==> src/rtl/button_debounce_ctrl_if.sv <==
// rtl/button_debounce_ctrl_if.sv - raw button pad in, debounced level/strobes/LED out
interface button_debounce_ctrl_if;
    logic button;
    logic btn_level;
    logic press_pulse;
    logic release_pulse;
    logic long_pulse;
    logic ledg;

    modport master (
        output button,
        input  btn_level,
        input  press_pulse,
        input  release_pulse,
        input  long_pulse,
        input  ledg
    );

    modport slave (
        input  button,
        output btn_level,
        output press_pulse,
        output release_pulse,
        output long_pulse,
        output ledg
    );
endinterface

==> src/rtl/button_debounce_ctrl.sv <==
// rtl/button_debounce_ctrl.sv - synchronise, debounce and sequence one push-button into press/release/long strobes
module button_debounce_ctrl #(
    parameter int DB_CYCLES   = 500000,
    parameter int LONG_CYCLES = 50000000,
    parameter int CNT_W       = 26,
    parameter int ACTIVE_LOW  = 1
) (
    input  logic                    clk,
    input  logic                    rst,
    button_debounce_ctrl_if.slave   bus
);
    localparam logic [CNT_W-1:0] DB_LAST   = CNT_W'(DB_CYCLES - 1);
    localparam logic [CNT_W-1:0] LONG_LAST = CNT_W'(LONG_CYCLES - 1);
    localparam logic             PAD_POL   = (ACTIVE_LOW != 0) ? 1'b1 : 1'b0;

    typedef enum logic [2:0] {
        S_UP      = 3'd0,
        S_DN_WAIT = 3'd1,
        S_DOWN    = 3'd2,
        S_LONG    = 3'd3,
        S_UP_WAIT = 3'd4
    } state_t;

    state_t           state_q, state_d;
    logic [CNT_W-1:0] db_cnt_q, db_cnt_d;
    logic [CNT_W-1:0] l_cnt_q, l_cnt_d;
    logic             long_flag_q, long_flag_d;
    logic             sync1_q, sync2_q;
    logic             btn_level_q, btn_level_d;
    logic             press_q, press_d;
    logic             release_q, release_d;
    logic             long_q, long_d;
    logic             ledg_q, ledg_d;
    logic             btn_s;

    assign btn_s = sync2_q;

    always_comb begin
        state_d     = state_q;
        db_cnt_d    = db_cnt_q;
        l_cnt_d     = l_cnt_q;
        long_flag_d = long_flag_q;
        press_d     = 1'b0;
        release_d   = 1'b0;
        long_d      = 1'b0;
        ledg_d      = ledg_q;
        case (state_q)
            S_UP: begin
                if (btn_s) begin
                    state_d  = S_DN_WAIT;
                    db_cnt_d = '0;
                end
            end
            S_DN_WAIT: begin
                if (!btn_s) begin
                    state_d = S_UP;
                end else if (db_cnt_q == DB_LAST) begin
                    state_d     = S_DOWN;
                    l_cnt_d     = '0;
                    long_flag_d = 1'b0;
                    press_d     = 1'b1;
                    ledg_d      = ~ledg_q;
                end else begin
                    db_cnt_d = db_cnt_q + 1'b1;
                end
            end
            S_DOWN: begin
                if (!btn_s) begin
                    state_d  = S_UP_WAIT;
                    db_cnt_d = '0;
                end else if (l_cnt_q == LONG_LAST) begin
                    state_d     = S_LONG;
                    long_flag_d = 1'b1;
                    long_d      = 1'b1;
                    ledg_d      = 1'b0;
                end else begin
                    l_cnt_d = l_cnt_q + 1'b1;
                end
            end
            S_LONG: begin
                long_flag_d = 1'b1;
                if (!btn_s) begin
                    state_d  = S_UP_WAIT;
                    db_cnt_d = '0;
                end
            end
            S_UP_WAIT: begin
                // A bounce back to pressed resumes the hold without an event; l_cnt keeps its value.
                if (btn_s) begin
                    state_d = long_flag_q ? S_LONG : S_DOWN;
                end else if (db_cnt_q == DB_LAST) begin
                    state_d   = S_UP;
                    release_d = 1'b1;
                end else begin
                    db_cnt_d = db_cnt_q + 1'b1;
                end
            end
            default: begin
                state_d = S_UP;
            end
        endcase
        btn_level_d = (state_d == S_DOWN) || (state_d == S_LONG) || (state_d == S_UP_WAIT);
    end

    always_ff @(posedge clk or posedge rst) begin
        if (rst) begin
            state_q     <= S_UP;
            db_cnt_q    <= '0;
            l_cnt_q     <= '0;
            long_flag_q <= 1'b0;
            sync1_q     <= 1'b0;
            sync2_q     <= 1'b0;
            btn_level_q <= 1'b0;
            press_q     <= 1'b0;
            release_q   <= 1'b0;
            long_q      <= 1'b0;
            ledg_q      <= 1'b0;
        end else begin
            state_q     <= state_d;
            db_cnt_q    <= db_cnt_d;
            l_cnt_q     <= l_cnt_d;
            long_flag_q <= long_flag_d;
            sync1_q     <= bus.button ^ PAD_POL;
            sync2_q     <= sync1_q;
            btn_level_q <= btn_level_d;
            press_q     <= press_d;
            release_q   <= release_d;
            long_q      <= long_d;
            ledg_q      <= ledg_d;
        end
    end

    assign bus.btn_level     = btn_level_q;
    assign bus.press_pulse   = press_q;
    assign bus.release_pulse = release_q;
    assign bus.long_pulse    = long_q;
    assign bus.ledg          = ledg_q;
endmodule
==> src/flat_wrapper.sv <==
// flat-port wrapper written by rule: the top's interface ports become plain ports
module button_debounce_ctrl_flat 
#(
    parameter int DB_CYCLES   = 500000,
    parameter int LONG_CYCLES = 50000000,
    parameter int CNT_W       = 26,
    parameter int ACTIVE_LOW  = 1
)
  (clk, rst, bus_button, bus_btn_level, bus_press_pulse, bus_release_pulse, bus_long_pulse, bus_ledg);
  button_debounce_ctrl_if bus_i ();
  input  logic clk;
  input  logic rst;
  input wire logic [$bits(bus_i.button)-1:0] bus_button;
  output wire logic [$bits(bus_i.btn_level)-1:0] bus_btn_level;
  output wire logic [$bits(bus_i.press_pulse)-1:0] bus_press_pulse;
  output wire logic [$bits(bus_i.release_pulse)-1:0] bus_release_pulse;
  output wire logic [$bits(bus_i.long_pulse)-1:0] bus_long_pulse;
  output wire logic [$bits(bus_i.ledg)-1:0] bus_ledg;
  assign bus_i.button = bus_button;
  assign bus_btn_level = bus_i.btn_level;
  assign bus_press_pulse = bus_i.press_pulse;
  assign bus_release_pulse = bus_i.release_pulse;
  assign bus_long_pulse = bus_i.long_pulse;
  assign bus_ledg = bus_i.ledg;
  button_debounce_ctrl #(.DB_CYCLES(DB_CYCLES), .LONG_CYCLES(LONG_CYCLES), .CNT_W(CNT_W), .ACTIVE_LOW(ACTIVE_LOW)) u_core (.clk(clk), .rst(rst), .bus(bus_i));
endmodule
==> config.mk <==
export PLATFORM = sky130hd
export DESIGN_NAME = button_debounce_ctrl_flat
export DESIGN_NICKNAME = d
export VERILOG_FILES = /design/src/rtl/button_debounce_ctrl_if.sv /design/src/rtl/button_debounce_ctrl.sv /design/src/flat_wrapper.sv
export SDC_FILE = /design/constraint.sdc
export NUM_CORES = 1
export LEC_CHECK = 0
export ABC_AREA = 0
export CAP_MARGIN = 10
export CORE_MARGIN = 4
export CORE_UTILIZATION = 40
export DETAILED_ROUTE_END_ITERATION = 10
export DONT_BUFFER_PORTS = 1
export HOLD_SLACK_MARGIN = 0.08
export PLACE_DENSITY = 0.58
export REMOVE_ABC_BUFFERS = 1
export SYNTH_ARGS = -nofsm -noshare
export SYNTH_HDL_FRONTEND = slang
export SYNTH_SLANG_ARGS = --single-unit
==> constraint.sdc <==
create_clock -name clk -period 3.1 [get_ports clk]
set_input_delay 0.155 -clock clk [delete_from_list [all_inputs] [get_ports clk]]
set_output_delay 0.155 -clock clk [all_outputs]
set_load 0.1 [all_outputs]
==> results of run 1 <==
## cells in the mapped netlist, drive strengths merged, types with 2 or more instances
library cell and n:
o21ai 15, nand4 15, dfrtp 63, nand3 24, o31a 2, or4 7, a21oi 12, nand2 26
nor2 48, nor4b 2, nand2b 4, nor3 12, or3 5, clkbuf 11, o31ai 2, and4 5
o211ai 9, and2 3, ha 2, o21a 4, xnor2 9, a31oi 2, nor4 5, xor2 24
buf 6, nor3b 3, and3 10, nor4bb 2, or2 2, o2111ai 4, inv 8
## registers in the layout (all words and copies together) (netlist names)
register                  flops
u_core.sync1_q                1
u_core.bus.btn_level          1
u_core.btn_s                  1
u_core.l_cnt_q               26
u_core.bus.ledg               1
u_core.state_q                3
u_core.bus.long_pulse         1
u_core.db_cnt_q              26
u_core.long_flag_q            1
u_core.bus.press_pulse        1
u_core.bus.release_pulse      1
## stage by stage
stage          cells  utilization [%]  cell area, µm²   power, W  setup WS [ns]
6_report         481            45.24            3717   0.001513         0.4269
3_3_place_gp     462            42.71            3510  0.0009030         0.4986
2_1_floorplan    346                -            3296  0.0008852         0.5438
3_5_place_dp     462            42.71            3510  0.0009031         0.4306
4_1_cts          480            45.00            3697   0.001533         0.4135
5_1_grt          481            45.24            3717   0.001586         0.2328
## metal layers
metal  GRT usage, %  vias up  part of all wire [%]  routed length (µm)
met5              0        -                     0                   0
met4          6.513        0                   1.8                 132
met3          2.571       12                   3.9                 288
met2          22.01       57                    43                3156
met1          23.51     1274                    52                3808
li1               -     1333                     -                   -
## worst min-delay path by stage
stage	slack, ns	startpoint	end
detailed placement	0.22	bus_button	u_core.sync1_q$_DFF_PP0_
finish	0.28	rst	u_core.db_cnt_q[10]$_DFFE_PP0P_
global placement	0.22	bus_button	u_core.sync1_q$_DFF_PP0_
floorplan	0.21	bus_button	u_core.sync1_q$_DFF_PP0_
global route	0.32	rst	u_core.db_cnt_q[10]$_DFFE_PP0P_
CTS	0.35	u_core.sync1_q$_DFF_PP0_	u_core.btn_s$_DFF_PP0_
## cells by family (layout without fill, tap and decap cells)
kind of cell,after synthesis,count (layout),synth area share (%)
DFF,63,63,46.63
AOI/OAI and AO/OA,59,59,11.58
and+or+nand+nor,178,178,28.20
adders and majority gates,2,2,0.7401
muxes,2,2,0.6292
buffers and inverters,26,39,3.664
xor gates and xnor gates,33,33,8.549
## cell type report
| type | count | share of cell area, % |
|---|---|---|
| clock inverter | 3 | 0.5049 |
| clock buffer | 13 | 4.005 |
| inverter | 9 | 1.043 |
| multi-input combinational | 274 | 45.20 |
| sequential | 63 | 42.41 |
| tap | 105 | 3.534 |
| timing repair buffer | 14 | 3.299 |
## power breakdown
part            total, W  switching, W  internal (W)
clock network   0.000622      0.000310      0.000312
logic          0.0000529     0.0000362     0.0000167
registers       0.000838    0.00000886      0.000829
==> reports/metrics.yaml, run 1 <==
synth:
  synth_area_leaders: "dfrtp_1 47%, xor2_1 6.2%, nor2_1 5.2%"
  synth_edf_count: 0
  syn_area_per_cell_um2: 9.313
  synth_area_leader_cell: "dfrtp_1"
  synth_top_area_share_pct: 46.63
  ys_seq_elements: 63
  syn_area_um2: 3381
  async_reset_ff_share_pct: 100.0
  postSynthCellCount: 363
  yosysSeqAreaShare_pct: 46.63
  synth-warning-count: 0
  synth_cell_types: 54
  ys.flop_type: "dfrtp_1"
global_route:
  grt_pass1_vias: 2491
  grt_pass1_wl_um: 12480
  overflow: 0
  grt_max_degree: 52
  antenna_found_initial: 0
  grt_usage_pct: 15.60
pwr:
  powerDensity_nw_per_um2: 406.9
  ir_drop_mv: 0.2009
  p_leak_nw: 1.594
timing:
  post-route-period-util_pct: 86.23
  slew_violations: 0
  worstMarginPinSlew_ns: 0.8749
  rsz0062_at_grt: "no"
  hold-worst-slack_ns: 0.2787
  fmax_mhz: 374.1
  setup_viol_count_final: 0
  fin_setup_tns_ns: 0
  skew_ns: 0.01139
  hold_viol_final: 0
  relSlewSlack_pct: 41.71
  min_period_ns: 2.673
routing:
  drt_iter0_drc: 197
  first_pass_iters: 4
  wire_per_inst_um: 15.36
  ant_nets: 0
  vias: 2676
  routed_wirelength_um: 7386
  viasPerCell: 5.563
  drc: 0
clock_network:
  ctsResizeCount: 0
  clock_latency_ns: 0.34
  cts.path.max_buffers: 2
  cts-buffers-inserted: 9
  cts_hold_buf: 2
  clkTransAtPathRegs_ns: 0.07
  cts_post_setup_buffers_inserted: 0
  cts_tree: "built"
  htreeDepth: 3
  cts.sinks: 63
  cts_root_buffer: "clkbuf_8"
layout:
  num_antenna_cells: 0
  nets: 376
  seq_area_um2: 1577
  area_delta_synth_final_pct: 9.956
  nFillCells: 776
  drive_gt1_share_pct: 8.511
  multi_input_area_um2: 1680
  final_cell_mix: "63 x dfrtp_1, 47 x nor2_1, 26 x nand2_1, 24 x nand3_1, 24 x xor2_1"
  final_common_cell: "dfrtp_1"
critical_path:
  crit_family: "simple AND/OR/NAND/NOR gates"
  reg2reg_depth: 9
  end_kind: "flop"
  crit_chain: "ha_1 > and4_1 > nand4_1 > or2_1 > or3_1 > clkinv_4 > nor2_4 > or4_1 > nand2_1"
  reg2reg_slack_ns: 0.43
  r2r-start: "u_core.db_cnt_q[0]$_DFFE_PP0P_"
  cp-startpoint: "u_core.db_cnt_q[0]$_DFFE_PP0P_"
  critPathBufInv: 1
  crit_arrival_ns: 2.95
  cp-start-kind: "flop"
  critPathMaxStageDelay_ns: 0.52
  slowest_stage: "or4_1"
  worstReg2RegEnd: "u_core.l_cnt_q[25]$_DFFE_PP0P_"
  critPathMaxFanout: 19
  endpoint: "u_core.l_cnt_q[25]$_DFFE_PP0P_"
  worstPathRequired_ns: 3.38
  crit_cells: 9
  path_class: "flop to flop"
floorplanning:
  fp.dieH_um: 99.94
  fp.dieW_um: 99.94
  start_util_pct: 41.15
  dieArea_um2: 9987
  core_um2: 8217
  io_pins: 8
  num_rows: 33
run:
  drv_cap: 0
placed_design:
  dp_hpwl_um: 5081
  portBuffers: 0
  gp_congestion: 0.7963
outcome:
  outcome: "complete, no violations"
hold_path:
  hp-class: "input port to async pin"
Note: power is estimated with default switching activity, not from simulation.
==> inputs of run 2 (changes only) <==
- CORE_ASPECT_RATIO: not set -> 0.8
==> reports/metrics.yaml, run 2 (same netlist as run 1, synthesis figures left out) <==
placed_design:
  dp_hpwl_um: 5217  # +2.7%
  dpl-instance-area_um2: 3513  # +0.11%
  portBuffers: 0  # unchanged
  gp_congestion: 0.8478  # +6.5%
layout:
  stdcell_area_um2: 3757  # +1.1%
  num_antenna_cells: 0  # unchanged
  utilization_pct: 46.44  # +1.2 points
  area_delta_synth_final_pct: 11.14
  nets: 375  # -0.27%
  final_common_cell: "dfrtp_1"
  final_cell_mix: "63 x dfrtp_1, 47 x nor2_1, 26 x nand2_1, 24 x nand3_1, 24 x xor2_1"
  drive_gt1_share_pct: 8.533  # +0.023 points
  reg.largest.list: "u_core.db_cnt_q: 26 flops, u_core.l_cnt_q: 26 flops, u_core.state_q: 3 flops"
global_route:
  grt_max_degree: 40  # -23%
  grt_pass1_wl_um: 13140  # +5.2%
  overflow: 0  # unchanged
  grt_usage_pct: 16.23  # +0.63 points
  antenna_found_initial: 0  # unchanged
  grt_pass1_vias: 2485  # -0.24%
run:
  drv_cap: 0  # unchanged
floorplanning:
  start_util_pct: 41.78  # +0.64 points
  core_um2: 8092  # -1.5%
  io_pins: 8  # unchanged
  fp.dieW_um: 110.8  # +11%
  fp.dieH_um: 90.23  # -9.7%
  num_rows: 29  # -12%
  dieArea_um2: 9996  # about the same
timing:
  hold_viol_final: 0  # unchanged
  fin_setup_tns_ns: 0  # unchanged
  skew_ns: 0.008295  # -0.003090 ns
  rsz0062_at_grt: "no"
  relSlewSlack_pct: 39.35  # -2.4 points
  min_period_ns: 2.738  # +0.06503 ns
  slew_violations: 0  # unchanged
  worstMarginPinSlew_ns: 0.9097  # +0.03483 ns
  setup_viol_count_final: 0  # unchanged
  fmax_mhz: 365.2  # -2.4%
  post-route-period-util_pct: 88.33  # +2.1 points
routing:
  wire_per_inst_um: 15.91  # +3.6%
  ant_nets: 0  # unchanged
  first_pass_iters: 5  # +1
  drc: 0  # unchanged
  routed_wirelength_um: 7685  # +4.0%
  viasPerCell: 5.692  # +2.3%
  drt_iter0_drc: 163  # -17%
  vias: 2749  # +2.7%
clock_network:
  cts.sinks: 63  # unchanged
  htreeDepth: 3  # unchanged
  ctsResizeCount: 0  # unchanged
  clkTransAtPathRegs_ns: 0.07  # about the same
  cts.path.max_buffers: 2  # unchanged
  clock_latency_ns: 0.35  # about the same
  cts_root_buffer: "clkbuf_8"
  cts_post_setup_buffers_inserted: 0  # unchanged
  cts-buffers-inserted: 9  # unchanged
  cts_tree: "built"
critical_path:
  cp-start-kind: "flop"
  worstPathRequired_ns: 3.39  # about the same
  crit_arrival_ns: 3.03  # +0.08 ns
  end_kind: "flop"
  path_class: "flop to flop"
  critPathMaxFanout: 31  # +12
pwr:
  p_leak_nw: 1.611  # +1.1%
  ir_drop_mv: 0.2903  # +45%
  powerDensity_nw_per_um2: 450.7  # +11%
hold_path:
  hp-class: "input port to async pin"
outcome:
  outcome: "complete, no violations"
==> run 2: changes by cell type in the layout (fill, tap and decap cells not counted), sizes merged <==
cell	change
clkinv	-2
bufinv	+2
buf	-1
==> run 2: timing repair <==
action                                  CTS  global route
hold buffers                              2             0
hold endpoints to repair                 25             0
endpoints found under the setup margin    0             0
==> run 2: power by group <==
group          switching, W  total [W]  internal, W
combinational     0.0000372  0.0000515    0.0000143
clock              0.000309   0.000805     0.000496
sequential       0.00000799   0.000837     0.000829
total              0.000354    0.00169      0.00134
==> run 2: final timing paths <==
check	from	end	slack, ns	cells past startpoint
max	u_core.db_cnt_q[0]$_DFFE_PP0P_	u_core.l_cnt_q[25]$_DFFE_PP0P_	0.36	9
min	rst	u_core.long_flag_q$_DFFE_PP0P_	0.31	2
max reg2reg	u_core.db_cnt_q[0]$_DFFE_PP0P_	u_core.l_cnt_q[25]$_DFFE_PP0P_	0.36	9
min reg2reg	u_core.sync1_q$_DFF_PP0_	u_core.btn_s$_DFF_PP0_	0.35	0
max in group asynchronous	rst	u_core.db_cnt_q[4]$_DFFE_PP0P_	1.87	3
min in group clk	u_core.sync1_q$_DFF_PP0_	u_core.btn_s$_DFF_PP0_	0.35	0
==> run 2: metal layers <==
layer  wire [µm]  vias up  track usage (%)
met5           0        -                0
met1        3976     1313            25.69
li1            -     1333                -
met2        3094       94            20.76
met4         124        0            6.974
met3         489        9            3.423
==> run 2: worst max-delay path, stage by stage, from the launching register on <==
cell      delay [ns]
dfrtp_1         0.38
ha_1            0.25
and4_1          0.19
nand4_1         0.10
or2_1           0.34
or3_1           0.44
clkinv_4        0.20
nor2_4          0.14
or4_1           0.53
nand2_1         0.08
==> run 2: cell type report <==
class / count / area, µm²
Clock buffer: 13 / 158.9
Clock inverter: 3 / 65.06
Fill cell: 757 / 4334
Inverter: 9 / 38.79
Multi-Input combinational cell: 274 / 1680
Sequential cell: 63 / 1577
Tap cell: 108 / 135.1
Timing Repair Buffer: 13 / 102.6
==> run 2: per-stage QoR <==
stage	hold WS (ns)	setup slack, ns	cells	total power, W
CTS	0.3069	0.3595	483	0.001725
detailed placement	0.1098	0.3618	465	0.0009033
floorplan	0.2144	0.5438	346	0.0008852
finish	0.3123	0.3619	483	0.001693
global route	0.3588	0.1977	483	0.001763
global placement	0.1035	0.4377	465	0.0009022
